$ cat config.mk
export PLATFORM = sky130hd
export DESIGN_NAME = ieee1355_link_ctrl
export DESIGN_NICKNAME = d
export VERILOG_FILES = /design/src/rtl/ieee1355_pkg.sv /design/src/rtl/ieee1355_credit_cnt.sv /design/src/rtl/ieee1355_link_ctrl.sv
export SDC_FILE = /design/constraint.sdc
export NUM_CORES = 1
export LEC_CHECK = 0
export ABC_AREA = 0
export BUFFER_PORTS_ARGS = -buffer_cell sky130_fd_sc_hd__buf_2
export CELL_PAD_IN_SITES_DETAIL_PLACEMENT = 1
export CELL_PAD_IN_SITES_GLOBAL_PLACEMENT = 1
export CORE_MARGIN = 2
export CORE_UTILIZATION = 44
export CTS_CLUSTER_DIAMETER = 30
export DETAILED_ROUTE_END_ITERATION = 6
export MAX_ROUTING_LAYER = met4
export PLACE_DENSITY = 0.77
export REMOVE_ABC_BUFFERS = 1
export SLEW_MARGIN = 0
export SYNTH_ARGS = -nofsm -noshare
export SYNTH_HDL_FRONTEND = slang
export SYNTH_SLANG_ARGS = --single-unit
$ cat constraint.sdc
create_clock -name clk -period 3.6 [get_ports clk]
set_clock_uncertainty 0.05 [all_clocks]
set_input_delay 0.36 -clock clk [delete_from_list [all_inputs] [get_ports clk]]
set_output_delay 0.36 -clock clk [all_outputs]
set_load 0.05 [all_outputs]
$ cat src/rtl/ieee1355_pkg.sv
// Shared definitions for the IEEE1355 DS link controller: state encoding,
// flow-control credit size and link timing derived from the system clock.
package ieee1355_pkg;

    typedef enum logic [2:0] {
        ST_ERROR_RESET = 3'd0,
        ST_ERROR_WAIT  = 3'd1,
        ST_READY       = 3'd2,
        ST_STARTED     = 3'd3,
        ST_CONNECTING  = 3'd4,
        ST_RUN         = 3'd5
    } link_state_t;

    // Characters granted by one FCT.
    localparam int C_FCT_CREDIT = 8;

    // Link timing is specified in nanoseconds and converted to clock cycles.
    localparam int C_CLK_MHZ     = 100;
    localparam int C_T_RESET_NS  = 6400;
    localparam int C_T_WAIT_NS   = 12800;
    localparam int C_T_RESET_CYC = (C_T_RESET_NS * C_CLK_MHZ) / 1000;
    localparam int C_T_WAIT_CYC  = (C_T_WAIT_NS * C_CLK_MHZ) / 1000;

    // Credit ceiling in characters, a whole number of FCTs.
    localparam int C_MAX_CREDIT = 56;

endpackage

$ cat src/rtl/ieee1355_credit_cnt.sv
// Credit counter: adds one FCT worth of credit, removes one character.
// The sum saturates at the ceiling and at zero; err reports the selected
// overflow (FCT above the ceiling) and/or underflow (character with no credit).
module ieee1355_credit_cnt
    import ieee1355_pkg::*;
#(
    parameter int G_MAX        = C_MAX_CREDIT,
    parameter bit G_OVF_IS_ERR = 1'b1,
    parameter bit G_UNF_IS_ERR = 1'b0
) (
    input  logic       clk,
    input  logic       rst,
    input  logic       clr,
    input  logic       inc,
    input  logic       dec,
    output logic [6:0] count,
    output logic       err
);

    localparam logic [7:0] C_MAX_S     = 8'(G_MAX);
    localparam logic [7:0] C_STEP_S    = 8'(C_FCT_CREDIT);
    localparam logic [6:0] C_INC_LIM_S = 7'(G_MAX - C_FCT_CREDIT);

    logic [6:0] count_r;
    logic [6:0] count_nxt_s;
    logic [7:0] sum_s;
    logic [7:0] capped_s;
    logic       ovf_s;
    logic       unf_s;

    // Detect an increment that would pass the ceiling and a decrement of an empty counter.
    always_comb begin
        ovf_s = inc & (count_r > C_INC_LIM_S);
        unf_s = dec & ~inc & (count_r == 7'd0);
        err   = (G_OVF_IS_ERR & ovf_s) | (G_UNF_IS_ERR & unf_s);
    end

    // Add the FCT step capped at the ceiling, then remove one character unless already empty.
    always_comb begin
        sum_s = {1'b0, count_r} + (inc ? C_STEP_S : 8'd0);
        if (sum_s > C_MAX_S) begin
            capped_s = C_MAX_S;
        end else begin
            capped_s = sum_s;
        end
        if (dec && (capped_s != 8'd0)) begin
            count_nxt_s = 7'(capped_s - 8'd1);
        end else begin
            count_nxt_s = capped_s[6:0];
        end
    end

    // Counter register; clr empties it on every entry into link reset.
    always_ff @(posedge clk or posedge rst) begin
        if (rst) begin
            count_r <= 7'd0;
        end else if (clr) begin
            count_r <= 7'd0;
        end else begin
            count_r <= count_nxt_s;
        end
    end

    assign count = count_r;

endmodule

$ cat src/rtl/ieee1355_link_ctrl.sv
// Link-state controller for one IEEE1355 DS link: walks the transmitter
// through reset, NULL exchange, FCT exchange and RUN, and keeps the
// transmit and receive credit counts that gate data and FCT traffic.
module ieee1355_link_ctrl
    import ieee1355_pkg::*;
#(
    parameter int G_T_RESET_CYC = C_T_RESET_CYC,
    parameter int G_T_WAIT_CYC  = C_T_WAIT_CYC,
    parameter int G_MAX_CREDIT  = C_MAX_CREDIT
) (
    input  logic       clk,
    input  logic       rst,
    input  logic       link_start,
    input  logic       link_autostart,
    input  logic       link_disable,
    input  logic       rx_got_null,
    input  logic       rx_got_fct,
    input  logic       rx_got_data,
    input  logic       rx_err,
    input  logic [6:0] rx_fifo_space,
    input  logic       tx_fct_sent,
    input  logic       tx_char_sent,
    output logic       rx_en,
    output logic       tx_en,
    output logic       tx_fct_req,
    output logic       tx_char_ok,
    output logic [2:0] link_state,
    output logic       link_up,
    output logic       link_err
);

    localparam logic [10:0] C_RESET_LAST = 11'(G_T_RESET_CYC - 1);
    localparam logic [10:0] C_WAIT_LAST  = 11'(G_T_WAIT_CYC - 1);
    localparam logic [7:0]  C_MAX_S      = 8'(G_MAX_CREDIT);
    localparam logic [7:0]  C_STEP_S     = 8'(C_FCT_CREDIT);

    link_state_t state_r;
    link_state_t state_nxt_s;
    logic [10:0] timer_r;
    logic        got_null_r;
    logic        link_err_r;
    logic        timeout_s;
    logic        fault_s;
    logic        clr_s;
    logic        credit_act_s;
    logic        tx_cerr_s;
    logic        rx_cerr_s;
    logic [6:0]  tx_credit_s;
    logic [6:0]  rx_out_s;
    logic [7:0]  rx_need_s;

    // Timeout on the last cycle of the current state's budget; READY and RUN never time out.
    always_comb begin
        case (state_r)
            ST_ERROR_RESET:                           timeout_s = (timer_r == C_RESET_LAST);
            ST_ERROR_WAIT, ST_STARTED, ST_CONNECTING: timeout_s = (timer_r == C_WAIT_LAST);
            default:                                  timeout_s = 1'b0;
        endcase
    end

    // Next state; any error outranks a progress transition in the same cycle.
    always_comb begin
        state_nxt_s = state_r;
        fault_s     = 1'b0;
        case (state_r)
            ST_ERROR_RESET: begin
                if (timeout_s) begin
                    state_nxt_s = ST_ERROR_WAIT;
                end else begin
                    state_nxt_s = ST_ERROR_RESET;
                end
            end
            ST_ERROR_WAIT: begin
                if (rx_err | rx_got_fct | rx_got_data) begin
                    fault_s     = 1'b1;
                    state_nxt_s = ST_ERROR_RESET;
                end else if (timeout_s) begin
                    state_nxt_s = ST_READY;
                end else begin
                    state_nxt_s = ST_ERROR_WAIT;
                end
            end
            ST_READY: begin
                if (rx_err | rx_got_fct | rx_got_data) begin
                    fault_s     = 1'b1;
                    state_nxt_s = ST_ERROR_RESET;
                end else if (!link_disable && (link_start || (link_autostart && got_null_r))) begin
                    state_nxt_s = ST_STARTED;
                end else begin
                    state_nxt_s = ST_READY;
                end
            end
            ST_STARTED: begin
                if (rx_err | rx_got_fct | rx_got_data | timeout_s) begin
                    fault_s     = 1'b1;
                    state_nxt_s = ST_ERROR_RESET;
                end else if (rx_got_null | got_null_r) begin
                    state_nxt_s = ST_CONNECTING;
                end else begin
                    state_nxt_s = ST_STARTED;
                end
            end
            ST_CONNECTING: begin
                if (rx_err | rx_got_data | timeout_s) begin
                    fault_s     = 1'b1;
                    state_nxt_s = ST_ERROR_RESET;
                end else if (rx_got_fct) begin
                    state_nxt_s = ST_RUN;
                end else begin
                    state_nxt_s = ST_CONNECTING;
                end
            end
            ST_RUN: begin
                if (rx_err | tx_cerr_s | rx_cerr_s) begin
                    fault_s     = 1'b1;
                    state_nxt_s = ST_ERROR_RESET;
                end else if (link_disable) begin
                    state_nxt_s = ST_ERROR_RESET;
                end else begin
                    state_nxt_s = ST_RUN;
                end
            end
            default: begin
                fault_s     = 1'b1;
                state_nxt_s = ST_ERROR_RESET;
            end
        endcase
    end

    // Credits only move once FCT exchange is enabled and are wiped on any entry to reset.
    assign clr_s        = (state_nxt_s == ST_ERROR_RESET);
    assign credit_act_s = (state_r == ST_CONNECTING) | (state_r == ST_RUN);

    ieee1355_credit_cnt #(
        .G_MAX        (G_MAX_CREDIT),
        .G_OVF_IS_ERR (1'b1),
        .G_UNF_IS_ERR (1'b0)
    ) u_tx_credit (
        .clk   (clk),
        .rst   (rst),
        .clr   (clr_s),
        .inc   (rx_got_fct & credit_act_s),
        .dec   (tx_char_sent & (state_r == ST_RUN)),
        .count (tx_credit_s),
        .err   (tx_cerr_s)
    );

    ieee1355_credit_cnt #(
        .G_MAX        (G_MAX_CREDIT),
        .G_OVF_IS_ERR (1'b0),
        .G_UNF_IS_ERR (1'b1)
    ) u_rx_out (
        .clk   (clk),
        .rst   (rst),
        .clr   (clr_s),
        .inc   (tx_fct_sent & credit_act_s),
        .dec   (rx_got_data & (state_r == ST_RUN)),
        .count (rx_out_s),
        .err   (rx_cerr_s)
    );

    // State register, per-state timer, NULL-seen flag and the link_err pulse.
    always_ff @(posedge clk or posedge rst) begin
        if (rst) begin
            state_r    <= ST_ERROR_RESET;
            timer_r    <= 11'd0;
            got_null_r <= 1'b0;
            link_err_r <= 1'b0;
        end else begin
            state_r    <= state_nxt_s;
            link_err_r <= fault_s;
            if (state_nxt_s != state_r) begin
                timer_r <= 11'd0;
            end else if (timer_r != 11'h7FF) begin
                timer_r <= timer_r + 11'd1;
            end else begin
                timer_r <= timer_r;
            end
            if (clr_s) begin
                got_null_r <= 1'b0;
            end else begin
                got_null_r <= got_null_r | (rx_got_null & (state_r != ST_ERROR_RESET));
            end
        end
    end

    // Ask for an FCT only while another 8 characters fit both the ceiling and the rx FIFO.
    always_comb begin
        rx_need_s  = {1'b0, rx_out_s} + C_STEP_S;
        tx_fct_req = credit_act_s & (rx_need_s <= C_MAX_S) & ({1'b0, rx_fifo_space} >= rx_need_s);
    end

    assign rx_en      = (state_r != ST_ERROR_RESET);
    assign tx_en      = (state_r == ST_STARTED) | (state_r == ST_CONNECTING) | (state_r == ST_RUN);
    assign tx_char_ok = (state_r == ST_RUN) & (tx_credit_s != 7'd0);
    assign link_state = state_r;
    assign link_up    = (state_r == ST_RUN);
    assign link_err   = link_err_r;

endmodule

* Word-level counts from Yosys, hierarchy flattened *
Index checks and enable logic that the tools add are counted.

storage, ports and cells
  bits in registers = 30
  bits of input ports = 18
  output and inout bits = 9
  logic and storage cells = 95

cells by class
  $add $sub $neg = 6
  $lt $le $gt $ge = 5
  equality and inequality tests = 9
  multiplexer cells = 29
  bitwise logic cells = 24
  reduce and logical (&&, ||, !) cells = 16

operators by type and width
  cell                     number
  $mux W7                  4
  $mux W11                 2
  $pmux W3 S6              1
  $add A7 B8 Y8            2
  $gt A8 B6 Y1 const B     2
  $mux W8                  2
  $reduce_bool A8 Y1       2
  $mux W3                  5
  $sub A7 B1 Y7 const B    2
  $or A1 B1 Y1             12
  $add A11 B1 Y11 const B  1
  $and A1 B1 Y1            11
  $eq A11 B10 Y1 const B   1
  $eq A11 B11 Y1 const B   1
  $ne A11 B11 Y1 const B   1
  $add A7 B4 Y8 const B    1
  $ge A7 B8 Y1             1
  $le A8 B6 Y1 const B     1
  $mux W1                  8
  $mux W4                  2
  $gt A7 B6 Y1 const B     1
  $logic_not A7 Y1         1
  $reduce_bool A7 Y1       1
  $eq A3 B2 Y1 const B     2
  15 further kinds         22

* Logic depth before layout (Yosys ltp) *
  depth in word-level cells = 11
  mapped depth = 16

* Hierarchy *
A second synthesis with hierarchy kept.

second synthesis, totals
  cell total of the unflattened synthesis = 268
  area, all modules = 2,429.8 um^2

modules (own cells, without submodules)
  module                              times used  cells an instance  area an instance (um^2)
  ieee1355_link_ctrl                  1           156                1,400.1
  ieee1355_credit_cnt at u_rx_out     1           56                 515.5
  ieee1355_credit_cnt at u_tx_credit  1           56                 514.2

* Worst setup path before layout *
No wires, ideal clock.

  kind = flip-flop to flip-flop
  start point = register state_r[1], in the netlist link_state[1]
  end point = register u_tx_credit.count_r[4], in the netlist u_tx_credit.count[4]
  arrival = 3.013 ns
  required time = 3.431 ns
  slack = 0.418 ns
  stages on the path, launching flop included = 17
  path buffers = 2
  clock period less this slack = 3.182 ns
  cell sequence = dfrtp_1 > clkbuf_1 > nor2b_1 > nand2_1 > inv_1 > ha_1 > ha_1 > nand2b_1 > mux2i_1 > clkbuf_1 > nand3_1 > ha_1 > and3_1 > nand3_1 > nor2_1 > xnor2_1 > nor2_1

on the way
  word-level cells in the longest chain between the ends = 11

RTL lines
  what                                                                    line                       source
  start: declaration                                                      ieee1355_link_ctrl.sv:37   link_state_t state_r;
  start signal: assignment                                                ieee1355_link_ctrl.sv:170  state_r <= state_nxt_s;
  parallel branches: the longest is 10 deep, another holds $add A7 B8 Y8  -
  $mux W7 (*)                                                             ieee1355_credit_cnt.sv:57  end else if (clr) begin
  end signal: assignment                                                  ieee1355_credit_cnt.sv:60  count_r <= count_nxt_s;
  end: declaration                                                        ieee1355_credit_cnt.sv:24  logic [6:0] count_r;

Every way passes the cells marked *.
A chain may end at the register's enable or synchronous reset.

* Worst setup path in the final report *
  start point = register state_r[1], in the netlist link_state[1]
  end point = register u_tx_credit.count_r[3], in the netlist u_tx_credit.count[3]

Same word-level chain as after synthesis.

==> impl_metrics.yaml <==
clocking:
  worstSkewPairLatency_ns: 0.29
  tritoncts_clock_tree: "built"
  cts-hold-fix-buffers: 0
  cts_buf_count: 5
  clock_transition_time_at_the_flip_flop_clock_pins_of_the_worst_setup_and_hold_paths_ns: 0.07
  htreeDepth: 2
  post_cts_buffers: 0
  clk_root_buffer_cell: "sky130_fd_sc_hd__clkbuf_8"
  tritoncts_sink_count: 30
  resized_gates_after_cts: 0
  clk_path_buf_depth: 2
logic_synthesis:
  ys_ff_latch: 30
  netlist_area_sq_um: 2370
  cell_accounting_for_the_most_synthesized_area: "sky130_fd_sc_hd__dfrtp_1"
  netlist-cell-type-count: 53
  post_synth_inst_count: 279
  synth_top_area_share: 0.317
  top_post_synthesis_cells_by_area: "sky130_fd_sc_hd__dfrtp_1 (32%), sky130_fd_sc_hd__ha_1 (7.9%), sky130_fd_sc_hd__a21oi_1 (4.7%), sky130_fd_sc_hd__nand2_1 (4.3%), sky130_fd_sc_hd__nand3_1 (3.6%)"
  async_reset_ff_frac: 1.00
  ys.flop_type: "sky130_fd_sc_hd__dfrtp_1"
  number_of_enable_flip_flop_cells_after_synthesis: 0
  avgSynthCellArea_sq_um: 8.48
  yosysSeqAreaShare: 0.317
  yosys_warnings: 0
sta:
  relSlewSlack: 0.456
  fin_crit_sh: 0.856
  period_needed_ns: 3.08
  timing_worst_slew_pin_value_ns: 0.813
  setup_viol_count_final: 0
  drv_slew: 0
  fin_ws_ns: 0.519
  rsz0062_at_grt: "false"
  achievable-frequency_ghz: 0.325
  tns_ns: 0
  hold_viol_final: 0
placed_design:
  io_buffers: 26
  dp_worst_setup_slack_ns: 0.545
  dp.final_hpwl_um: 4780
  place_congestion: 0.844
critical_path:
  crit_path_start_kind: "register"
  worst_ep_required_time_ns: 3.76
  cp-startpoint: "link_state[1]"
  crit_path_cell_trace: "nor2b_1, nand2_1, inv_1, ha_1, ha_1, and2_1, a21oi_1, nor4b_1, a31o_2, mux2_2, a21oi_1"
  worst-path-max-fanout: 13
  critical_path_arrival_ns: 3.24
  crit_end: "u_tx_credit.count[3]"
  timing.reg2reg.worst_path_depth: 11
  regToRegSetupSlack_ns: 0.52
  regToRegStartpoint: "link_state[1]"
  timing.critical_path.to_type: "register"
  critPathMaxStageDelay_ns: 0.51
  r2r-end: "u_tx_credit.count[3]"
  critical_path_class: "register to register"
  critical-path-slowest-cell: "sky130_fd_sc_hd__dfrtp_1"
min_path:
  holdCritPathClass: "input port to asynchronous set/reset pin"
finish:
  fillerInstances: 668
  area.growth.synth_to_final_pct: 13.8
  num-nets-final: 342
  antenna_cells: 0
  post_route_cells_drive_above_1_share: 0.158
route:
  wl_um: 6370
  routed_vias: 2295
  dr.pass1.iters: 4
  drt.antenna.violating_nets: 0
  drc: 0
  dr.first_iter.drc_count: 118
  wire_per_inst_um: 16.8
  post_drt_via_cell_ratio: 6.04
die:
  fp.dieArea_sq_um: 5980
  count_of_boundary_i_o_pins: 27
  coreArea_sq_um: 5140
  rows: 26
  die_height_um: 77.4
  initial_utilization: 0.461
  die_width_um: 77.4
grt:
  maximum_number_of_pins_on_one_net_before_global_route_repair: 31
  groute.usage.overall: 0.238
  globalRoute.totalOverflow: 0
  number_of_antenna_violations_at_the_first_check_in_global_routing: 0
  number_of_global_route_vias_before_repair: 2343
  first_pass_grt_wire_length_um: 11100
power_and_ir_drop:
  peakVddDrop_mv: 0.245
  total_leakage_power_nw: 1.24
  power_per_cell_area_nw_per_um2: 336
job:
  cap_violations: 0
run_status:
  outcome: "finished, final reports clean"
==> metal layers <==
| layer | part of all wire | GRT usage | wire (um) |
|---|---|---|---|
| met1 | 0.47 | 0.296 | 2980 |
| met2 | 0.48 | 0.391 | 3040 |
| met3 | 0.037 | 0.0430 | 233 |
| met4 | 0.019 | 0.0839 | 121 |
| met5 | 0 | - | 0 |
==> report_power, final <==
part           switching (mW)  internal [mW]  total (mW)
sequential             0.0453          0.376       0.422
combinational          0.0752         0.0755       0.151
clock                   0.140          0.193       0.333
total                   0.261          0.645       0.906
==> Yosys cell counts, types with 2 or more instances <==
cell / number
sky130_fd_sc_hd__nor2b_1: 2
sky130_fd_sc_hd__xor2_1: 8
sky130_fd_sc_hd__a21oi_1: 22
sky130_fd_sc_hd__nor3_1: 7
sky130_fd_sc_hd__and2_1: 4
sky130_fd_sc_hd__nor2_1: 22
sky130_fd_sc_hd__inv_1: 12
sky130_fd_sc_hd__o21ai_0: 14
sky130_fd_sc_hd__a211oi_1: 3
sky130_fd_sc_hd__and3_1: 4
sky130_fd_sc_hd__o41ai_1: 2
sky130_fd_sc_hd__and4_1: 2
sky130_fd_sc_hd__o211a_1: 8
sky130_fd_sc_hd__a41oi_1: 3
sky130_fd_sc_hd__mux2_2: 3
sky130_fd_sc_hd__dfrtp_1: 30
sky130_fd_sc_hd__o211ai_1: 4
sky130_fd_sc_hd__or3b_2: 2
sky130_fd_sc_hd__nand3_1: 17
sky130_fd_sc_hd__mux2i_1: 2
sky130_fd_sc_hd__xnor2_1: 7
sky130_fd_sc_hd__nand2b_1: 5
sky130_fd_sc_hd__a211o_1: 3
sky130_fd_sc_hd__or3_1: 3
sky130_fd_sc_hd__ha_1: 15
sky130_fd_sc_hd__nor4_1: 3
sky130_fd_sc_hd__or4_1: 3
sky130_fd_sc_hd__a21o_1: 2
sky130_fd_sc_hd__nand3b_1: 3
sky130_fd_sc_hd__nand4_1: 6
sky130_fd_sc_hd__nand2_1: 27
sky130_fd_sc_hd__a31oi_1: 4
sky130_fd_sc_hd__clkbuf_1: 7
==> worst max-delay path: cells and delay by family (launching register included) <==
family	cells	cell delay [ns]
buffers and inverters	1	0.08
and+or+nand+nor	4	1.07
AOI/OAI and AO/OA	3	0.53
adders and majority gates	2	0.42
muxes	1	0.34
DFF	1	0.51
==> worst min-delay path by stage <==
stage	startpoint	to	slack (ns)	cells past startpoint
2_1_floorplan	rst	got_null_r	0.40	1
3_3_place_gp	rst	timer_r[2]	0.42	3
6_report	rst	timer_r[7]	0.1	3
5_1_grt	rst	u_tx_credit.count[3]	0.16	3
3_5_place_dp	rst	timer_r[4]	0.43	3
4_1_cts	rst	timer_r[5]	0.11	3
==> placed cells by master (no fill, tap or decap), types with 3 or more instances in the layout <==
master	synthesis	layout
sky130_fd_sc_hd__dfrtp_1	30	30
sky130_fd_sc_hd__nand2_1	27	27
sky130_fd_sc_hd__buf_2	0	26
sky130_fd_sc_hd__nor2_1	22	22
sky130_fd_sc_hd__a21oi_1	22	22
sky130_fd_sc_hd__nand3_1	17	17
sky130_fd_sc_hd__ha_1	15	15
sky130_fd_sc_hd__o21ai_0	14	14
sky130_fd_sc_hd__inv_1	12	12
sky130_fd_sc_hd__o211a_1	8	8
sky130_fd_sc_hd__xor2_1	8	8
sky130_fd_sc_hd__clkbuf_8	0	8
sky130_fd_sc_hd__nor3_1	7	7
sky130_fd_sc_hd__xnor2_1	7	7
sky130_fd_sc_hd__nand4_1	6	6
sky130_fd_sc_hd__nand2b_1	5	5
sky130_fd_sc_hd__buf_4	0	5
sky130_fd_sc_hd__a31oi_1	4	4
sky130_fd_sc_hd__o211ai_1	4	4
sky130_fd_sc_hd__and2_1	4	4
sky130_fd_sc_hd__and3_1	4	4
sky130_fd_sc_hd__or4_1	3	3
sky130_fd_sc_hd__nand3b_1	3	3
sky130_fd_sc_hd__nor4_1	3	3
sky130_fd_sc_hd__a41oi_1	3	3
sky130_fd_sc_hd__a211o_1	3	3
sky130_fd_sc_hd__or3_1	3	3
sky130_fd_sc_hd__a211oi_1	3	3
sky130_fd_sc_hd__mux2_2	3	3
==> stage by stage <==
| stage | total power [mW] | area, sq um | hold slack [ns] | utilization | std cells |
|---|---|---|---|---|---|
| floorplan | 0.526 | 2330 | 0.401 | - | 271 |
| global placement | 0.567 | 2580 | 0.423 | 0.503 | 372 |
| detailed placement | 0.578 | 2580 | 0.429 | 0.503 | 372 |
| CTS | 0.912 | 2700 | 0.114 | 0.524 | 380 |
| global route | 0.955 | 2700 | 0.163 | 0.524 | 380 |
| finish | 0.906 | 2700 | 0.0988 | 0.524 | 380 |
==> state kept, by name (all words and copies together) (netlist names) <==
signal             cells
got_null_r             1
u_rx_out.count         7
link_state             3
timer_r               11
link_err               1
u_tx_credit.count      7
==> cell type report <==
cell class | count | area (sq um) | share of cell area
timing repair buffer | 31 | 168 | 0.0622
inverter | 12 | 45.0 | 0.0167
sequential | 30 | 751 | 0.279
tap | 70 | 87.6 | 0.0325
clock buffer | 8 | 110 | 0.0409
multi-input combinational | 229 | 1530 | 0.569
==> kinds of logic (layout without fill, tap and decap cells) <==
group | Yosys count | in the layout | synth area share
AND/OR/NAND/NOR | 117 | 117 | 0.266
flip-flops | 30 | 30 | 0.317
AO/OA/AOI/OAI | 77 | 77 | 0.224
buffers and inverters | 20 | 51 | 0.0349
adder cells (fa/ha/maj) | 15 | 15 | 0.0793
multiplexers | 5 | 5 | 0.0227
XOR/XNOR | 15 | 15 | 0.0555
Power figures use the tool's default switching activity.
